<file path="src/rtl/tcdm_demux_ot.sv">
// Routes one TCDM master to NR_OUTPUTS slaves by address rule, with an internal error responder.
// Request path is combinational; stalls while full or while responses are pending on a different target.
module tcdm_demux_ot #(
  parameter int unsigned NR_OUTPUTS      = 3,
  parameter int unsigned NR_ADDR_RULES   = 2,
  parameter int unsigned ADDR_WIDTH      = 32,
  parameter int unsigned DATA_WIDTH      = 32,
  parameter int unsigned MAX_OUTSTANDING = 4,
  parameter logic [31:0] ERROR_RESPONSE  = 32'hBADACCE5,
  localparam int unsigned IDX_W = (NR_OUTPUTS > 1) ? $clog2(NR_OUTPUTS) : 1,
  localparam int unsigned BE_W  = DATA_WIDTH / 8
) (
  input  logic                                clk_i,
  input  logic                                rst_i,
  input  logic [NR_ADDR_RULES*IDX_W-1:0]      rule_idx_i,
  input  logic [NR_ADDR_RULES*ADDR_WIDTH-1:0] rule_start_i,
  input  logic [NR_ADDR_RULES*ADDR_WIDTH-1:0] rule_end_i,
  input  logic                                m_req_i,
  input  logic [ADDR_WIDTH-1:0]               m_add_i,
  input  logic                                m_wen_i,
  input  logic [DATA_WIDTH-1:0]               m_wdata_i,
  input  logic [BE_W-1:0]                     m_be_i,
  output logic                                m_gnt_o,
  output logic                                m_r_valid_o,
  output logic [DATA_WIDTH-1:0]               m_r_rdata_o,
  output logic                                m_r_opc_o,
  output logic [NR_OUTPUTS-1:0]               s_req_o,
  output logic [NR_OUTPUTS*ADDR_WIDTH-1:0]    s_add_o,
  output logic [NR_OUTPUTS-1:0]               s_wen_o,
  output logic [NR_OUTPUTS*DATA_WIDTH-1:0]    s_wdata_o,
  output logic [NR_OUTPUTS*BE_W-1:0]          s_be_o,
  input  logic [NR_OUTPUTS-1:0]               s_gnt_i,
  input  logic [NR_OUTPUTS-1:0]               s_r_valid_i,
  input  logic [NR_OUTPUTS-1:0]               s_r_opc_i,
  input  logic [NR_OUTPUTS*DATA_WIDTH-1:0]    s_r_rdata_i
);

  localparam int unsigned CNT_W = (MAX_OUTSTANDING > 0) ? $clog2(MAX_OUTSTANDING + 1) : 1;
  localparam logic [IDX_W:0]        ERR_PORT = (IDX_W + 1)'(NR_OUTPUTS);
  localparam logic [DATA_WIDTH-1:0] ERR_DATA = DATA_WIDTH'(ERROR_RESPONSE);
  localparam logic [CNT_W-1:0]      OT_MAX   = CNT_W'(MAX_OUTSTANDING);

  logic [IDX_W:0]   act_q;
  logic [CNT_W-1:0] ot_q, ot_d;
  logic             err_pend_q, err_rd_q;

  logic [IDX_W:0]   sel;
  logic [IDX_W-1:0] sel_idx, act_idx;
  logic             hit, sel_err, acc, hs, rsp_vld;

  // Lowest-numbered matching rule wins; out-of-range targets fall through to the error port.
  always_comb begin
    sel = ERR_PORT;
    hit = 1'b0;
    for (int i = 0; i < NR_ADDR_RULES; i++) begin
      if (!hit && m_add_i >= rule_start_i[i*ADDR_WIDTH +: ADDR_WIDTH]
               && m_add_i <  rule_end_i[i*ADDR_WIDTH +: ADDR_WIDTH]) begin
        hit = 1'b1;
        if ({1'b0, rule_idx_i[i*IDX_W +: IDX_W]} < ERR_PORT) sel = {1'b0, rule_idx_i[i*IDX_W +: IDX_W]};
      end
    end
  end

  assign sel_idx = sel[IDX_W-1:0];
  assign act_idx = act_q[IDX_W-1:0];
  assign sel_err = (sel == ERR_PORT);
  assign acc     = !rst_i && m_req_i && (ot_q < OT_MAX) && ((ot_q == '0) || (sel == act_q));

  always_comb begin
    s_req_o = '0;
    m_gnt_o = 1'b0;
    if (acc) begin
      if (sel_err) begin
        m_gnt_o = 1'b1;
      end else begin
        s_req_o[sel_idx] = 1'b1;
        m_gnt_o          = s_gnt_i[sel_idx];
      end
    end
  end

  assign s_add_o   = rst_i ? '0 : {NR_OUTPUTS{m_add_i}};
  assign s_wen_o   = rst_i ? '0 : {NR_OUTPUTS{m_wen_i}};
  assign s_wdata_o = rst_i ? '0 : {NR_OUTPUTS{m_wdata_i}};
  assign s_be_o    = rst_i ? '0 : {NR_OUTPUTS{m_be_i}};

  // Responses are only taken from the active target and only while something is in flight.
  always_comb begin
    rsp_vld     = 1'b0;
    m_r_rdata_o = '0;
    m_r_opc_o   = 1'b0;
    if (!rst_i && ot_q != '0) begin
      if (act_q == ERR_PORT) begin
        rsp_vld = err_pend_q;
        if (err_pend_q) begin
          m_r_opc_o   = 1'b1;
          m_r_rdata_o = err_rd_q ? ERR_DATA : '0;
        end
      end else if (s_r_valid_i[act_idx]) begin
        rsp_vld     = 1'b1;
        m_r_opc_o   = s_r_opc_i[act_idx];
        m_r_rdata_o = s_r_rdata_i[act_idx*DATA_WIDTH +: DATA_WIDTH];
      end
    end
  end

  assign m_r_valid_o = rsp_vld;
  assign hs          = m_req_i && m_gnt_o;

  always_comb begin
    ot_d = ot_q;
    if (hs && !rsp_vld)      ot_d = ot_q + 1'b1;
    else if (!hs && rsp_vld) ot_d = ot_q - 1'b1;
  end

  always_ff @(posedge clk_i or posedge rst_i) begin
    if (rst_i) begin
      act_q      <= '0;
      ot_q       <= '0;
      err_pend_q <= 1'b0;
      err_rd_q   <= 1'b0;
    end else begin
      ot_q       <= ot_d;
      err_pend_q <= hs && sel_err;
      if (hs) act_q <= sel;
      if (hs && sel_err) err_rd_q <= m_wen_i;
    end
  end

`ifndef SYNTHESIS
  logic [NR_OUTPUTS-1:0] own_mask;
  always_comb begin
    own_mask = '0;
    if (act_q != ERR_PORT) own_mask[act_idx] = 1'b1;
  end

  // A slave answering while another target owns the response path is a protocol violation.
  always @(posedge clk_i) begin
    if (!rst_i && ot_q != '0) assert ((s_r_valid_i & ~own_mask) == '0);
  end
`endif

endmodule

</file>
<file path="config.mk">
export PLATFORM = sky130hd
export DESIGN_NAME = tcdm_demux_ot
export DESIGN_NICKNAME = d
export VERILOG_FILES = /design/src/rtl/tcdm_demux_ot.sv
export SDC_FILE = /design/constraint.sdc
export NUM_CORES = 1
export LEC_CHECK = 0
export CAP_MARGIN = 10
export CORE_AREA = 5 5 212 214
export CTS_BUF_LIST = sky130_fd_sc_hd__clkbuf_8
export DETAILED_ROUTE_END_ITERATION = 8
export DIE_AREA = 0 0 217 219
export HOLD_SLACK_MARGIN = 0.15
export PLACE_DENSITY = 0.41
export SLEW_MARGIN = 10
export SYNTH_ARGS = -nofsm -noshare
export SYNTH_HDL_FRONTEND = slang
export SYNTH_SLANG_ARGS = --single-unit
</file>
<file path="constraint.sdc">
create_clock -name clk_i -period 3.36 [get_ports clk_i]
set_input_delay 0.336 -clock clk_i [delete_from_list [all_inputs] [get_ports clk_i]]
set_output_delay 0.336 -clock clk_i [all_outputs]
set_load 0.02 [all_outputs]
</file>
==> results of run 1 <==
-- where the power goes --
group / leakage (nW) / internal (mW) / switching, mW
sequential: 0.0827 / 0.125 / 0.0551
clock: 0.0269 / 0.0787 / 0.0336
combinational: 5.66 / 1.57 / 1.65
total: 5.77 / 1.77 / 1.74
-- kinds of logic after synthesis --
family          Yosys count  share of synthesized area
buf+inv                 301                      0.273
simple gates            249                      0.220
compound gates          154                      0.165
fa+ha+maj               128                      0.266
mux                      23                     0.0420
flops                     7                     0.0290
xor+xnor                  3                    0.00435
-- final cells by class --
type / instances / area [um2] / share of cell area
Clock buffer: 3 / 41.3 / 0.00310
Antenna cell: 2 / 5.00 / 0.000376
Timing Repair Buffer: 681 / 6450 / 0.484
Sequential cell: 7 / 176 / 0.0132
Clock inverter: 1 / 3.75 / 0.000282
Inverter: 136 / 520 / 0.0391
Tap cell: 546 / 683 / 0.0513
Multi-Input combinational cell: 557 / 5440 / 0.408
-- worst max-delay path by stage --
stage                                 from         end  slack [ps]
final                       rule_end_i[11]     ot_q[2]        -590
after global routing        rule_end_i[54]     ot_q[2]        -730
after CTS                      m_add_i[31]     ot_q[2]        -610
after detailed placement       m_add_i[23]  s_req_o[1]       -1600
after global placement         m_add_i[23]  s_req_o[0]       -1590
after floorplan           rule_start_i[59]     ot_q[2]        -490
-- stage by stage --
step                      power (mW)  worst slack [ps]  cells  hold slack, ps
after floorplan                 1.77              -487    865             462
after global placement          3.17             -1590   1896             496
after detailed placement        3.16             -1600   1896             504
after CTS                       3.47              -608   1921             475
after global routing            3.78              -727   1932             507
final                           3.51              -587   1933             462
-- cell usage in the layout (no fill, tap or decap), types with 10 or more instances in the layout --
| cell | instances |
|---|---|
| nand2_1 | 27 |
| dlymetal6s2s_1 | 13 |
| o21ai_1 | 10 |
| buf_6 | 27 |
| ha_4 | 65 |
| nand3_1 | 10 |
| inv_1 | 81 |
| mux2i_1 | 16 |
| a21o_1 | 10 |
| clkbuf_2 | 13 |
| buf_2 | 14 |
| ha_1 | 55 |
| nor2_1 | 45 |
| clkdlybuf4s50_1 | 433 |
| nor3_1 | 23 |
| a221oi_1 | 19 |
| inv_2 | 54 |
| nand2b_1 | 20 |
| buf_4 | 115 |
| a21oi_1 | 57 |
| dlygate4sd2_1 | 50 |
| nor2b_1 | 71 |
| nand4_1 | 16 |
| a21oi_2 | 15 |
-- registers in the layout, indices dropped and copies added (netlist names) --
name	cells
ot_q	3
err_pend_q	1
err_rd_q	1
act_q	2
-- layer usage --
layer,up-vias,wire (um),global-route usage
li1,3848,-,-
met1,3568,14400,0.162
met2,341,19400,0.276
met3,22,2650,0.0320
met4,10,157,0.00927
met5,-,75,0
-- repair_timing --
action,4_1_cts,5_1_grt
setup endpoints to repair,11,10
setup buffers,21,13
pin swaps,117,43
resized for setup,421,107
-- worst register-to-register path: stages, from the launching register on --
cell      delay (ps)
dfrtp_1          400
nor3_1           510
nor2_1           100
mux2i_1          170
nand4_2          200
a211oi_4         270
ha_4             180
inv_2             40
fa_2             320
xor2_1           140
nor2_1            70
xor2_1           150
==> flow_metrics.py, run 1 <==
metrics = {
    "run_status": {
        "outcome": "complete, but fails checks",
        "violations": "setup timing",
    },
    "synthesis": {
        "synth-main-ff-cell": "dfrtp_1",
        "synth_nets": 1302,
        "synthCells": 865,
        "synth_top_cell_area_share": 0.263,
        "yosysSeqAreaShare": 0.0290,
        "synth_edf_count": 0,
        "synth.area.top_cells": "ha_1, buf_4, inv_1, nor2b_1, a21oi_1",
        "syn_area_mm2": 0.00604,
        "netlist_top_cells_count": "buf_4, inv_1, ha_1",
        "synth_seq_cells": 7,
        "synthMostInstantiatedCell": "buf_4",
        "synth_cell_type_count": 47,
        "yosysTopAreaCell": "ha_1",
        "avgSynthCellArea_um2": 6.99,
        "async_flop_share": 1.00,
        "ys_warn_count": 0,
    },
    "routing": {
        "drcViolationCount": 0,
        "drt-initial-drc-count": 209,
        "wl_um": 36600,
        "dr.pass1.iters": 5,
        "via_count": 7789,
        "routedWlPerCell_um": 18.9,
        "ant_nets": 0,
        "via_per_inst": 4.03,
    },
    "floorplan": {
        "initial_core_util": 0.142,
        "die_area_mm2": 0.0475,
        "die_height_um": 219,
        "io_pins": 554,
        "core_area_mm2": 0.0427,
        "rows": 76,
        "die_x_um": 217,
    },
    "power": {
        "ir_drop_v": 0.000330,
        "power.leakage_nw": 5.77,
        "power.density_mw_per_mm2": 263,
    },
    "global_route": {
        "grt_pass1_vias": 8362,
        "grt_max_degree": 40,
        "grt_pass1_wl_um": 52000,
        "gr-usage-all-layers": 0.141,
        "gr-total-overflow": 0,
        "antenna_found_initial": 9,
    },
    "sta": {
        "period_share": 1.17,
        "rsz0062_at_grt": "true",
        "setup_violations": 10,
        "finalHoldViolCount": 0,
        "final.setup.worst_slack_ps": -587,
        "setup_tns_ps": -3600,
        "slew_headroom": 0.617,
        "fin_skew_ps": 2.23,
        "max_slew.worst_pin.slew_ps": 571,
        "maxSlewViolCount": 0,
        "fmax_mhz": 253,
        "period_minus_slack_ps": 3950,
    },
    "worst_hold_path": {
        "min_path_type": "input pin to async pin",
    },
    "setup_path": {
        "crit_type": "input pin to register",
        "cp_data_required_time_ps": 3460,
        "crit_slowest_cell": "a311oi_2",
        "max_stage_delay_ps": 360,
        "reg2regPathDepth": 11,
        "crit_family": "compound AO/OA/AOI/OAI gates",
        "r2r_start": "ot_q[2]",
        "path_max_fanout": 3,
        "r2r_end": "ot_q[2]",
        "rrSetupSlack_ps": 680,
        "crit_cells": 20,
        "cp.arrival_ps": 4050,
        "critPathCaptureType": "register",
        "path_cells": "dlygate4sd2_1, inv_2, ha_4, and4_4, nand2_2, a221o_1, a311oi_2, nor3_2, o21ai_1, buf_4, mux2_4, mux2i_1, nand4_2, a211oi_4, ha_4, inv_2, fa_2, xor2_1, nor2_1, xor2_1",
        "crit_buf_inv": 4,
        "startpoint_type": "input pin",
    },
    "clock_tree": {
        "cts_tree": "built",
        "cts_buffers": 3,
        "cts.htree.levels": 1,
        "clkSinkCount": 7,
        "cts_root_buffer": "clkbuf_8",
        "clk_latency_ps": 220,
        "ctsHoldBuffers": 0,
        "path_clk_slew_ps": 40,
        "clock_path_buffers": 2,
    },
    "final_layout": {
        "post-route-util": 0.312,
        "drive_above_1_share": 0.277,
        "syn2layout_area_growth_pct": 120,
        "nFillCells": 4580,
        "nNetsFinal": 1823,
        "design_area_mm2": 0.0133,
    },
    "place": {
        "dp_hpwl_um": 31700,
        "port_buffers": 553,
        "place_area_mm2": 0.0119,
        "gp_congestion": 0.813,
    },
    "job": {
        "maxCapViolations": 0,
    },
}
Note: power is estimated with default switching activity, not from simulation.
==> run 2, diff against run 1 <==
- CAP_MARGIN: 10 -> 15
==> results of run 2 <==
No change in the layout: final DEF, timing and power equal those of run 1.
==> run 3, diff against run 2 <==
- CORE_AREA: 5 5 212 214 -> 3 3 216 218
- DIE_AREA: 0 0 217 219 -> 0 0 219 221
- GPL_ROUTABILITY_DRIVEN: default -> 0
- PLACE_DENSITY: 0.41 -> 0.39
==> run 3 against run 2 <==
Compared with the run above:
- the flow still finishes with violations (setup timing)
- sequential power is 4% higher
- non-clock buffer count decreased by 3
- flip-flop and latch count unchanged
- hold slack worse by 14 ps
- routed wire length is 0.42% higher
- critical path depth fell by 1
- combinational power hardly changed
- cell area is 2.0% higher
- critical path type unchanged
- critical endpoint unchanged
- largest power group unchanged
==> flow_metrics.py, run 3 (synthesized netlist as in run 1, its figures left out) <==
metrics = {
    "setup_path": {
        "startpoint_type": "input pin",
        "crit_type": "input pin to register",
        "cp.arrival_ps": 4130,
        "cp_data_required_time_ps": 3510,
        "reg2regPathDepth": 11,
        "critPathCaptureType": "register",
        "path_max_fanout": 4,
    },
    "place": {
        "dp_hpwl_um": 31400,
        "place_area_mm2": 0.0120,
        "port_buffers": 553,
    },
    "run_status": {
        "violations": "setup timing",
        "outcome": "complete, but fails checks",
    },
    "routing": {
        "routedWlPerCell_um": 18.5,
        "via_count": 7787,
        "drt-initial-drc-count": 182,
        "met2WireLength_um": 19300,
        "dr.pass1.iters": 5,
        "routed.top_layer": "met5",
        "wl_met3_um": 2880,
        "ant_nets": 0,
        "drcViolationCount": 0,
        "wl_um": 36800,
        "via_per_inst": 3.92,
        "drt-met1-wl_um": 14200,
    },
    "floorplan": {
        "die_height_um": 221,
        "io_pins": 554,
        "initial_core_util": 0.134,
        "die_area_mm2": 0.0484,
        "die_x_um": 219,
        "core_area_mm2": 0.0451,
        "rows": 78,
    },
    "final_layout": {
        "layout_common_cells": "clkdlybuf4s50_1, buf_4, ha_4",
        "design_area_mm2": 0.0136,
        "nFillCells": 4866,
        "multi_input_area_mm2": 0.00570,
        "final_common_cell": "clkdlybuf4s50_1",
        "drive_above_1_share": 0.302,
        "biggestRegsByFlops": "ot_q x3, act_q x2",
        "nNetsFinal": 1820,
        "syn2layout_area_growth_pct": 125,
        "seq_area_um2": 176,
        "largest_reg_flops": 3,
        "regMostFlops": "ot_q",
    },
    "power": {
        "ir_drop_v": 0.000283,
        "power.density_mw_per_mm2": 261,
        "power.leakage_nw": 5.80,
        "p_total_mw": 3.54,
    },
    "clock_tree": {
        "cts_root_buffer": "clkbuf_8",
        "cts_tree": "built",
        "clkSinkCount": 7,
        "path_clk_slew_ps": 40,
        "cts.htree.levels": 1,
        "clk_latency_ps": 230,
        "cts_buffers": 3,
        "clock_path_buffers": 2,
        "ctsHoldBuffers": 0,
    },
    "sta": {
        "maxSlewViolCount": 0,
        "period_share": 1.19,
        "period_minus_slack_ps": 3980,
        "fin_skew_ps": 0.595,
        "fmax_mhz": 251,
        "setup_violations": 10,
        "max_slew.worst_pin.slew_ps": 774,
        "rsz0062_at_grt": "true",
        "slew_headroom": 0.479,
        "final.setup.worst_slack_ps": -622,
        "finalHoldViolCount": 0,
    },
    "global_route": {
        "grt_max_degree": 40,
        "antenna_found_initial": 14,
        "grt_pass1_wl_um": 52600,
        "gr-total-overflow": 0,
        "gr-usage-all-layers": 0.142,
        "grt_pass1_vias": 8225,
    },
    "worst_hold_path": {
        "min_path_type": "input pin to async pin",
    },
    "job": {
        "maxCapViolations": 0,
    },
}
## run 3: critical path, cell delays in order
cell             delay, ps
clkdlybuf4s50_1        470
inv_2                   50
ha_4                   150
a21oi_2                120
nor3_2                  50
nor3_1                 130
o211ai_1               160
buf_4                  200
or4_4                  530
mux2_4                 290
mux2i_1                190
nand4_2                180
a211oi_4               310
ha_4                   180
inv_2                   40
fa_2                   320
xor2_1                 150
nor2_1                 130
xor2_1                 140
## run 3: per-layer routing
metal,vias to the layer above,track usage
met4,22,0.0148
met5,-,0
li1,3833,-
met1,3564,0.163
met2,336,0.272
met3,32,0.0342
## run 3: repair_timing
| action | 4_1_cts | 5_1_grt |
|---|---|---|
| setup endpoints to repair | 11 | 10 |
| setup buffers | 20 | 13 |
| gates resized for setup | 443 | 138 |
| pin swaps | 130 | 66 |
| endpoints found under the hold margin | 0 | 0 |
## run 3: final cells by class
class	instances	share of cell area
Clock buffer	3	0.00304
Sequential cell	7	0.0130
Inverter	136	0.0385
Multi-Input combinational cell	557	0.419
Tap cell	600	0.0552
Clock inverter	1	0.000276
Timing Repair Buffer	678	0.470
Antenna cell	2	0.000368
## run 3: final timing paths
check                               startpoint        to  slack (ps)
max in group asynchronous                rst_i  act_q[0]        2660
worst max-delay path            rule_end_i[54]   ot_q[2]        -620
worst min-delay path                     rst_i  act_q[1]         450
worst max register to register        act_q[1]   ot_q[2]         710
worst min register to register         ot_q[2]   ot_q[2]         510
min in group clk_i                     ot_q[2]   ot_q[2]         510
## run 3: report_power, final
part | internal, mW | switching, mW | leakage (nW)
Combinational | 1.58 | 1.66 | 5.69
Sequential | 0.125 | 0.0631 | 0.0827
Clock | 0.0791 | 0.0384 | 0.0269
Total | 1.78 | 1.76 | 5.80
## run 3: metrics by stage
step                setup slack, ps   util  TNS, ps  hold slack, ps  cells
floorplan                      -487      -    -1070             462    865
global placement              -1650  0.265   -14090             503   1947
detailed placement            -1650  0.265   -14110             508   1947
CTS                            -660  0.292    -3980             469   1970
global route                   -787  0.301    -5140             496   1984
finish                         -622  0.301    -3760             448   1984
